### src/rtl/seg_scan_ctrl.sv
// rtl/seg_scan_ctrl.sv - 4-digit multiplexed 7-segment scan controller with frame snapshot and ghost blanking
module seg_scan_ctrl #(
    parameter int REFRESH_DIV = 100000,
    parameter int GHOST_CYC   = 2
) (
    input  logic        clk,
    input  logic        reset,
    input  logic [15:0] data_in,
    input  logic        blank_lz,
    output logic [3:0]  ENABLE,
    output logic [6:0]  LEDOUT,
    output logic        frame_done
);
    localparam int PW = $clog2(REFRESH_DIV);

    logic [PW-1:0] prescaler;
    logic [PW-1:0] pre_nxt;
    logic [1:0]    digit_idx;
    logic [1:0]    idx_nxt;
    logic [15:0]   snapshot;
    logic [15:0]   snap_nxt;
    logic          started;
    logic          started_nxt;
    logic          tick;
    logic          in_ghost;
    logic [3:0]    nibble;
    logic          lz_blank;
    logic [6:0]    seg;

    assign tick = (prescaler == PW'(REFRESH_DIV - 1));

    always_comb begin
        pre_nxt     = tick ? '0 : prescaler + 1'b1;
        idx_nxt     = digit_idx;
        snap_nxt    = snapshot;
        started_nxt = started | tick;
        if (tick) begin
            if (!started || digit_idx == 2'd3) begin
                idx_nxt  = 2'd0;
                snap_nxt = data_in;
            end else begin
                idx_nxt = digit_idx + 2'd1;
            end
        end
    end

    // Outputs are registered, so they are decoded from the state the next cycle will hold.
    if (GHOST_CYC == 0) begin : g_no_ghost
        assign in_ghost = 1'b0;
    end else begin : g_ghost
        assign in_ghost = (pre_nxt < PW'(GHOST_CYC));
    end

    assign nibble = 4'(snap_nxt >> {idx_nxt, 2'b00});

    always_comb begin
        lz_blank = 1'b0;
        case (idx_nxt)
            2'd1:    lz_blank = (snap_nxt[15:4] == 12'h000);
            2'd2:    lz_blank = (snap_nxt[15:8] == 8'h00);
            2'd3:    lz_blank = (snap_nxt[15:12] == 4'h0);
            default: lz_blank = 1'b0;
        endcase
        lz_blank = lz_blank & blank_lz;
    end

    always_comb begin
        seg = 7'b1111111;
        case (nibble)
            4'h0: seg = 7'b0000001;
            4'h1: seg = 7'b1001111;
            4'h2: seg = 7'b0010010;
            4'h3: seg = 7'b0000110;
            4'h4: seg = 7'b1001100;
            4'h5: seg = 7'b0100100;
            4'h6: seg = 7'b0100000;
            4'h7: seg = 7'b0001111;
            4'h8: seg = 7'b0000000;
            4'h9: seg = 7'b0000100;
            4'hA: seg = 7'b0001000;
            4'hB: seg = 7'b1100000;
            4'hC: seg = 7'b0110001;
            4'hD: seg = 7'b1000010;
            4'hE: seg = 7'b0110000;
            4'hF: seg = 7'b0111000;
            default: seg = 7'b1111111;
        endcase
    end

    always_ff @(posedge clk) begin
        if (reset) begin
            prescaler  <= '0;
            digit_idx  <= 2'd0;
            snapshot   <= 16'h0000;
            started    <= 1'b0;
            ENABLE     <= 4'b1111;
            LEDOUT     <= 7'b1111111;
            frame_done <= 1'b0;
        end else begin
            prescaler  <= pre_nxt;
            digit_idx  <= idx_nxt;
            snapshot   <= snap_nxt;
            started    <= started_nxt;
            frame_done <= tick && started && (digit_idx == 2'd3);
            if (!started_nxt || in_ghost) begin
                ENABLE <= 4'b1111;
                LEDOUT <= 7'b1111111;
            end else begin
                ENABLE <= ~(4'b0001 << idx_nxt);
                LEDOUT <= lz_blank ? 7'b1111111 : seg;
            end
        end
    end
endmodule

### config.mk
export PLATFORM = sky130hd
export DESIGN_NAME = seg_scan_ctrl
export DESIGN_NICKNAME = d
export VERILOG_FILES = /design/src/rtl/seg_scan_ctrl.sv
export SDC_FILE = /design/constraint.sdc
export NUM_CORES = 1
export LEC_CHECK = 0
export CORE_AREA = 5 5 101 103
export DETAILED_ROUTE_END_ITERATION = 10
export DIE_AREA = 0 0 106 108
export PLACE_DENSITY_LB_ADDON = 0.12
export SLEW_MARGIN = 25
export SYNTH_ARGS = -nofsm -noshare
export SYNTH_HDL_FRONTEND = slang
export SYNTH_SLANG_ARGS = --single-unit
### constraint.sdc
create_clock -name clk -period 3.13 [get_ports clk]
set_input_delay 0.4695 -clock clk [delete_from_list [all_inputs] [get_ports clk]]
set_output_delay 0.4695 -clock clk [all_outputs]
set_load 0.02 [all_outputs]
**Yosys cells after proc, flatten, opt, wreduce, memory -nomap -nowiden**

Memories as Yosys holds them, arrays and structs flattened. A register that Yosys moved wholly into a read port is not among the register bits.
Cells that the tools add are included.

- Memory bits (read-only): 112
- Input bits: 19
- Logic and storage cells: 37
- Register bits after elaboration: 41
- Memories kept: 1
- Output and inout bits: 12

- Multiplexer cells: 6
- Bitwise logic cells: 3
- Order comparisons: 1
- Shifts and indexed selects: 2
- Equal/unequal tests: 5
- Reductions and logical operators: 11
- Add/sub/neg operators: 2

Memory list:

| name | words | bits a word | read ports | clocked after memory_dff | write ports | RTL line | text |
|---|---|---|---|---|---|---|---|
| (no name shown) | 16 | 7 | 1 | 1 | 0 | 69 | `case (nibble)` |

Operator list:

| kind | count |
|---|---|
| $mux 16 | 2 |
| $add 17x1->17 const B | 1 |
| $eq 17x17->1 const B | 1 |
| $lt 17x2->1 const B | 1 |
| $mux 17 | 1 |
| $shr 16x4->4 | 1 |
| $logic_not 12->1 | 1 |
| $logic_not 8->1 | 1 |
| $eq 2x2->1 const B | 3 |
| $logic_not 4->1 | 1 |
| $mux 2 | 2 |
| $not 4->4 | 1 |
| $shl 1x2->4 const A | 1 |
| $pmux 1 s3 | 1 |
| $reduce_or 3->1 | 1 |
| $add 2x1->2 const B | 1 |
| $eq 2x1->1 const B | 1 |
| $logic_and 1x1->1 | 2 |
| $logic_not 1->1 | 2 |
| $logic_or 1x1->1 | 2 |
| $reduce_or 2->1 | 1 |
| $and 1x1->1 | 1 |
| $or 1x1->1 | 1 |

**Logic depth before layout (Yosys ltp)**

Gate-level depths: netlist (run 1).

- Depth after elaboration: 8
- Mapped depth: 14
- Gate-level depth less buffers: 12

**Least setup slack after synthesis (run 1)**

No wires, ideal clock.

- Path type: register to register
- Start: register prescaler[0]
- End: register LEDOUT[3]
- Cell stages (with the launch flop): 15
- Buffers on the path: 2
- Library setup time: 125 ps
- Period minus slack after synthesis: 3007 ps
- Slack: 123 ps
- Data required time: 3005 ps
- Data arrival time: 2882 ps
- Cell sequence: dfxtp_1 -> ha_1 -> buf_2 -> nand4_1 -> or3_1 -> nor3_1 -> buf_4 -> mux2i_1 -> o22ai_1 -> nor2_1 -> inv_1 -> ha_1 -> mux2i_1 -> mux2_2 -> nand2_1

- Cells in the longest elaborated chain, start to end: 6
- Elaborated cells between the ends (all ways): 19
- Those cells by class: 1 x add/sub; 1 x order compare; 4 x eq/ne; 1 x shift; 4 x mux; 2 x bitwise; 6 x reduce/logical

RTL lines:

| element | RTL line | text |
|---|---|---|
| from (decl) | 16 | `logic [PW-1:0] prescaler;` |
| from (signal assigned) | 100 | `prescaler <= pre_nxt;` |
| branches (longest 6 deep; another with $add 17x1->17) | n/a |  |
| to (decl) | 11 | `output logic [6:0] LEDOUT,` |

Several ways; the timed one is not identified.
A chain may end at the register's enable or synchronous reset.

**Worst setup path after layout (run 1)**

- Start: register prescaler[12]
- End: register LEDOUT[3]

The elaborated chain is that of the path after synthesis.

==> flow_summary.yaml, run 1 <==
clock_network:
  htreeDepth: 2
  clkSlewWorstSetupHoldPaths_ns: 0.08
  tritoncts: "built"
  clock_latency_ns: 0.30
  clock_path_buffers: 2
  cts_buffers: 5
  cts-root-buf: "clkbuf_8"
  cts_sinks: 48
die:
  row_count: 35
  start_util_pct: 29.1
  pin_count: 31
  core_area_um2: 9110
  dieArea_um2: 11400
  dieWidth_um: 106
  dieHeight_um: 108
yosys:
  postSynthCellCount: 305
  async_reset_ff_share_pct: 0
  seq_area_frac_synth_pct: 36.2
  ys_ff_latch: 48
  yosysTopAreaCell: "dfxtp_1"
  yosysTopAreaCellShare_pct: 36.2
  synthesis.nets: 331
  synth_cell_type_count: 56
  ys_warn_count: 0
  syn_area_per_cell_um2: 8.70
  synth_ff_type: "dfxtp_1"
  netlist_area_um2: 2650
  ys_top_cells_by_area: "dfxtp_1 36%, nor2_1 7.5%, mux2i_1 5.3%, ha_1 3.3%, xnor2_1 3.3%"
  synth_edf_count: 0
timing:
  final.min_clock_period_ns: 2.90
  finalClockSkew_ns: 0.00766
  rsz0062_at_grt: "no"
  fin_tns_setup_ns: 0
  fin_crit_sh_pct: 92.6
  drv_slew: 0
  fmax_mhz: 345
  setup_viol: 0
  slew_headroom_pct: 68.9
  hold_slack_ns: 0.470
  hold_viol_final: 0
  worst_pin_slew_ns: 0.463
placement:
  dpl.hpwl_um: 5100
  portBuffers: 30
  place_congestion: 0.820
route:
  routed_wl_um: 6800
  ant_nets: 0
  drc_errors: 0
  first_pass_iters: 4
  drt_iter0_markers: 70
  via_per_inst: 4.89
  post_drt_wl_per_cell_um: 14.5
  vias: 2289
setup_path:
  start_kind: "flip-flop"
  worstPathCellList: "or4_1, or4_4, nor4_4, nor2_1, o22a_1, o221a_2, ha_1, inv_1, mux2i_1, mux2_2, nand2_1"
  crit_type: "flip-flop to flip-flop"
  required_ns: 3.37
  cp_num_buf_inv: 1
  crit_fanout: 6
  critPathCaptureType: "flip-flop"
  crit_family: "simple AND/OR/NAND/NOR gates"
  cpPeakStageDelay_ns: 0.53
  cp.arrival_ns: 3.14
  cp_slowest_cell: "or4_1"
pwr:
  power.leakage_nw: 1.34
  intPower_mw: 0.800
  vdd_drop_max_mv: 0.141
  pwr_density_cell_nw_per_um2: 303
  swShare_pct: 22.4
  p_switching_mw: 0.231
  clkPwrFrac_pct: 34.5
  pwr-share-comb_pct: 5.6
  p_seq_share_pct: 59.9
global_routing:
  grt-ovfl-total: 0
  first_global_vias: 2290
  grt_max_degree: 26
  track_usage_pct: 12.2
  grt_pass1_wl_um: 11300
  antenna_found_initial: 0
layout:
  finish.net_count: 383
  n_antenna_cell: 0
  drive_above_1_share_pct: 20.2
  syn2layout_area_growth_pct: 28.3
min_path:
  worstHoldPathType: "flip-flop to flip-flop"
job:
  cap_violations: 0
run_status:
  status: "finished clean"
[worst reg2reg max path, delay by kind of cell, from the launching register on]
kind / cells / cell delay [ns]
adders and majority gates: 1 / 0.27
and+or+nand+nor: 5 / 1.45
muxes: 2 / 0.33
AOI/OAI and AO/OA: 2 / 0.38
DFF: 1 / 0.35
buffers and inverters: 1 / 0.08
[power groups by stage]
stage	Combinational, mW	Sequential [mW]	Clock (mW)
2_1_floorplan	0.0223	0.629	0
3_3_place_gp	0.0554	0.630	0
3_5_place_dp	0.0549	0.630	0
4_1_cts	0.0552	0.616	0.381
5_1_grt	0.0633	0.618	0.401
6_report	0.0573	0.618	0.356
[cells in the mapped netlist, drive strengths merged, types with 3 or more instances]
cell,n
and3,10
inv,11
a21boi,8
nand2b,4
xor2,9
mux2,3
clkbuf,6
nor2b,3
buf,13
nand3,13
nor3b,3
o31ai,3
nor3,9
o221ai,4
dfxtp,48
xnor2,10
o21ai,9
a211oi,3
ha,7
nor4,8
nor2,53
o22ai,10
nand2,13
nand4,4
mux2i,14
[stage by stage]
step / power, mW / std cells / setup WS, ns / utilization, % / instance area, um2
global placement: 0.686 / 459 / 0.103 / 35.4 / 3220
global route: 1.08 / 468 / 0.0447 / 37.4 / 3400
finish: 1.03 / 468 / 0.232 / 37.4 / 3400
detailed placement: 0.685 / 459 / 0.0610 / 35.4 / 3220
floorplan: 0.652 / 305 / 0.123 / - / 2650
CTS: 1.05 / 466 / 0.0300 / 36.2 / 3300
[placed cells by master (no fill, tap or decap), types with 2 or more instances in the layout]
master	instances
o21ai_0	7
xnor2_1	10
xor2_1	9
mux2i_2	3
clkbuf_8	5
nor2b_1	3
a211oi_1	3
buf_4	33
a21boi_0	7
nand3_1	13
nor3b_2	2
dfxtp_2	2
or2_2	2
dfxtp_1	46
inv_1	10
nor2_1	52
nor4_1	5
nand2b_1	4
o31ai_1	3
o21ai_1	2
ha_1	5
a31oi_1	2
nand2_1	13
a41oi_1	2
o221ai_1	4
mux2i_4	2
nor3_1	8
mux2_2	2
and3_1	10
o22ai_1	9
clkdlybuf4s50_1	30
mux2i_1	9
nor4_4	2
a21oi_1	2
nand4_1	4
[cell type report]
cell class,count,area [um2]
Sequential cell,48,963
Clock inverter,1,5.00
Multi-Input combinational cell,227,1620
Tap cell,111,139
Timing Repair Buffer,64,559
Clock buffer,6,72.6
Fill cell,978,5700
Inverter,11,41.3
[per-layer routing]
metal | up-vias | GRT usage, % | wire length [um]
li1 | 1190 | - | -
met1 | 1048 | 15.3 | 3260
met2 | 41 | 21.1 | 3200
met3 | 10 | 2.33 | 237
met4 | 0 | 3.98 | 105
met5 | - | 0 | 0
[worst paths after layout]
path | from | end | slack (ns) | cells after the start
hold / removal | started | frame_done | 0.47 | 2
setup / recovery | prescaler[12] | LEDOUT[3] | 0.23 | 11
setup reg to reg | prescaler[12] | LEDOUT[3] | 0.23 | 11
hold reg to reg | started | frame_done | 0.47 | 2
[cell families after synthesis]
logic type | after synthesis | synth area share, %
AOI/OAI and AO/OA | 53 | 15.1
adders and majority gates | 7 | 3.30
and+or+nand+nor | 131 | 26.4
xor gates and xnor gates | 19 | 6.27
muxes | 17 | 6.69
buffers and inverters | 30 | 5.99
DFF | 48 | 36.2
[sequential cells by signal (all words and copies together) (netlist names)]
register / cells
prescaler: 17
snapshot: 16
LEDOUT: 7
ENABLE: 4
digit_idx: 2
frame_done: 1
started: 1
[repair_timing]
item,CTS,global route
endpoints found under the setup margin,0,7
hold endpoints to repair,0,0
hold buffers,0,0
gates resized for setup,0,22
buffers inserted,0,1
Note: power is estimated with default switching activity, not from simulation.
==> run 2, diff against run 1 <==
--- a/config.mk
+++ b/config.mk
@@ -5,10 +5,10 @@
 export SDC_FILE = /design/constraint.sdc
 export NUM_CORES = 1
 export LEC_CHECK = 0
-export CORE_AREA = 5 5 101 103
+export CORE_AREA = 2 2 98 100
 export DETAILED_ROUTE_END_ITERATION = 10
-export DIE_AREA = 0 0 106 108
-export PLACE_DENSITY_LB_ADDON = 0.12
+export DIE_AREA = 0 0 100 102
+export PLACE_DENSITY = 0.61
 export SLEW_MARGIN = 25
 export SYNTH_ARGS = -nofsm -noshare
 export SYNTH_HDL_FRONTEND = slang
==> run 2 against run 1 <==
Combinational power decreased by 6.8%. Fmax decreased by 2.7%. Largest power group unchanged. Via count increased by 0.57%. Utilization decreased by 0.70 points. Highest routed layer unchanged.
==> flow_summary.yaml, run 2 (synthesized netlist as in run 1, its figures left out) <==
global_routing:
  first_global_vias: 2242
  grtUsageMet2_pct: 23.5
  track_usage_pct: 13.3
  use_met1_pct: 16.1
  grt_max_degree: 26
  grt-ovfl-total: 0
  gr-max-usage-layer: "met2"
  met3_usage_pct: 2.53
  grt_pass1_wl_um: 10700
  antenna_found_initial: 0
setup_path:
  required_ns: 3.36
  cp.arrival_ns: 3.21
  crit_fanout: 5
  start_kind: "flip-flop"
  cp_slowest_cell: "or3b_2"
  cpPeakStageDelay_ns: 0.53
  crit_type: "flip-flop to flip-flop"
  critPathCaptureType: "flip-flop"
  worstPathCellList: "nor4_2, or3b_2, nor3_4, buf_6, mux2i_4, o22a_1, o221a_2, ha_2, inv_1, mux2_4, o221ai_1"
route:
  drt_iter0_markers: 86
  drc_errors: 0
  routed_wl_um: 6510
  ant_nets: 0
  first_pass_iters: 4
  vias: 2302
  post_drt_wl_per_cell_um: 14.1
  via_per_inst: 4.98
die:
  dieArea_um2: 10200
  pin_count: 31
  start_util_pct: 29.1
  dieWidth_um: 100
  row_count: 35
  dieHeight_um: 102
  core_area_um2: 9110
pwr:
  p_switching_mw: 0.238
  pwr-share-comb_pct: 5.0
  vdd_drop_max_mv: 0.147
  intPower_mw: 0.820
  swShare_pct: 22.5
  p_seq_share_pct: 58.4
  pwr_density_cell_nw_per_um2: 317
  power.leakage_nw: 1.31
  clkPwrFrac_pct: 36.6
  fin_total_pwr_mw: 1.06
clock_network:
  cts_buffers: 5
  htreeDepth: 2
  cts-root-buf: "clkbuf_8"
  hold_buffers: 0
  clock_latency_ns: 0.30
  tritoncts: "built"
  cts_sinks: 48
  clock_path_buffers: 2
  clkSlewWorstSetupHoldPaths_ns: 0.09
timing:
  fmax_mhz: 336
  final.min_clock_period_ns: 2.98
  worst_pin_slew_ns: 0.481
  hold_viol_final: 0
  setup_viol: 0
  fin_crit_sh_pct: 95.1
  drv_slew: 0
  finalClockSkew_ns: 0.00974
  slew_headroom_pct: 67.8
  hold_slack_ns: 0.466
placement:
  place_congestion: 0.868
  portBuffers: 30
  dpl.hpwl_um: 4920
min_path:
  worstHoldPathType: "flip-flop to flip-flop"
layout:
  final_common_cell: "nor2_1"
  largest-register: "prescaler"
  mostFrequentLayoutCells: "53 x nor2_1, 48 x dfxtp_1, 30 x clkdlybuf4s50_1"
  syn2layout_area_growth_pct: 25.9
  top_regs: "prescaler x17, snapshot x16, LEDOUT x7"
  drive_above_1_share_pct: 18.2
  largest_reg_flops: 17
  n_antenna_cell: 0
  finish.net_count: 376
run_status:
  status: "finished clean"
job:
  cap_violations: 0
run 2: area by class of cell:
class / count / area (um2)
multi-input cells: 227 / 1600
clock buffers: 6 / 82.6
clock inverters: 2 / 10.0
well taps: 111 / 139
flip-flops and latches: 48 / 961
inverters: 11 / 41.3
repair buffers: 57 / 507
fillers: 949 / 5770
run 2: path summary, 6_finish.rpt:
kind                      from         end  slack [ns]  cells after the start
setup / recovery  prescaler[5]   LEDOUT[2]        0.15                     11
hold / removal         started  frame_done        0.47                      2
setup reg to reg  prescaler[5]   LEDOUT[2]        0.15                     11
hold reg to reg        started  frame_done        0.47                      2
run 2: through the flow:
step | area [um2] | utilization, % | setup slack (ns) | setup TNS, ns | instances
after floorplan | 2650 | - | 0.123 | 0 | 305
after global placement | 3170 | 34.8 | 0.145 | 0 | 452
after detailed placement | 3170 | 34.8 | 0.0422 | 0 | 452
after CTS | 3260 | 35.8 | 0.0325 | 0 | 460
after global routing | 3340 | 36.7 | -0.0560 | -0.125 | 462
final | 3340 | 36.7 | 0.153 | 0 | 462
run 2: per-layer routing:
layer  up-vias  share of wire (%)
li1       1171                  -
met1      1073                 45
met2        45                 49
met3        13                4.2
met4         0                2.1
met5         -                  0
run 2: timing repair:
action / 4_1_cts / 5_1_grt
cloned: 0 / 1
pin swaps: 0 / 1
hold endpoints to repair: 0 / 0
setup endpoints to repair: 1 / 6
resized for setup: 1 / 15
buffers inserted: 0 / 1
run 2: critical path: cells and delay by family (launching register included):
family | cells | cell delay [ns]
flip-flops | 1 | 0.34
AND/OR/NAND/NOR | 3 | 1.07
buffers and inverters | 2 | 0.23
adder cells (fa/ha/maj) | 1 | 0.21
multiplexers | 2 | 0.52
AO/OA/AOI/OAI | 3 | 0.53
run 2: power groups by stage:
stage	clock network [mW]	logic, mW	registers [mW]
CTS	0.403	0.0529	0.617
global placement	0	0.0530	0.631
global route	0.432	0.0575	0.619
finish	0.387	0.0534	0.618
detailed placement	0	0.0523	0.632
floorplan	0	0.0223	0.629
==> run 3, diff against run 2 <==
--- a/config.mk
+++ b/config.mk
@@ -8,6 +8,7 @@
 export CORE_AREA = 2 2 98 100
 export DETAILED_ROUTE_END_ITERATION = 10
 export DIE_AREA = 0 0 100 102
+export HOLD_SLACK_MARGIN = 0.15
 export PLACE_DENSITY = 0.61
 export SLEW_MARGIN = 25
 export SYNTH_ARGS = -nofsm -noshare
==> results of run 3 <==
The final DEF is identical to that of run 2; final timing and power are the same.
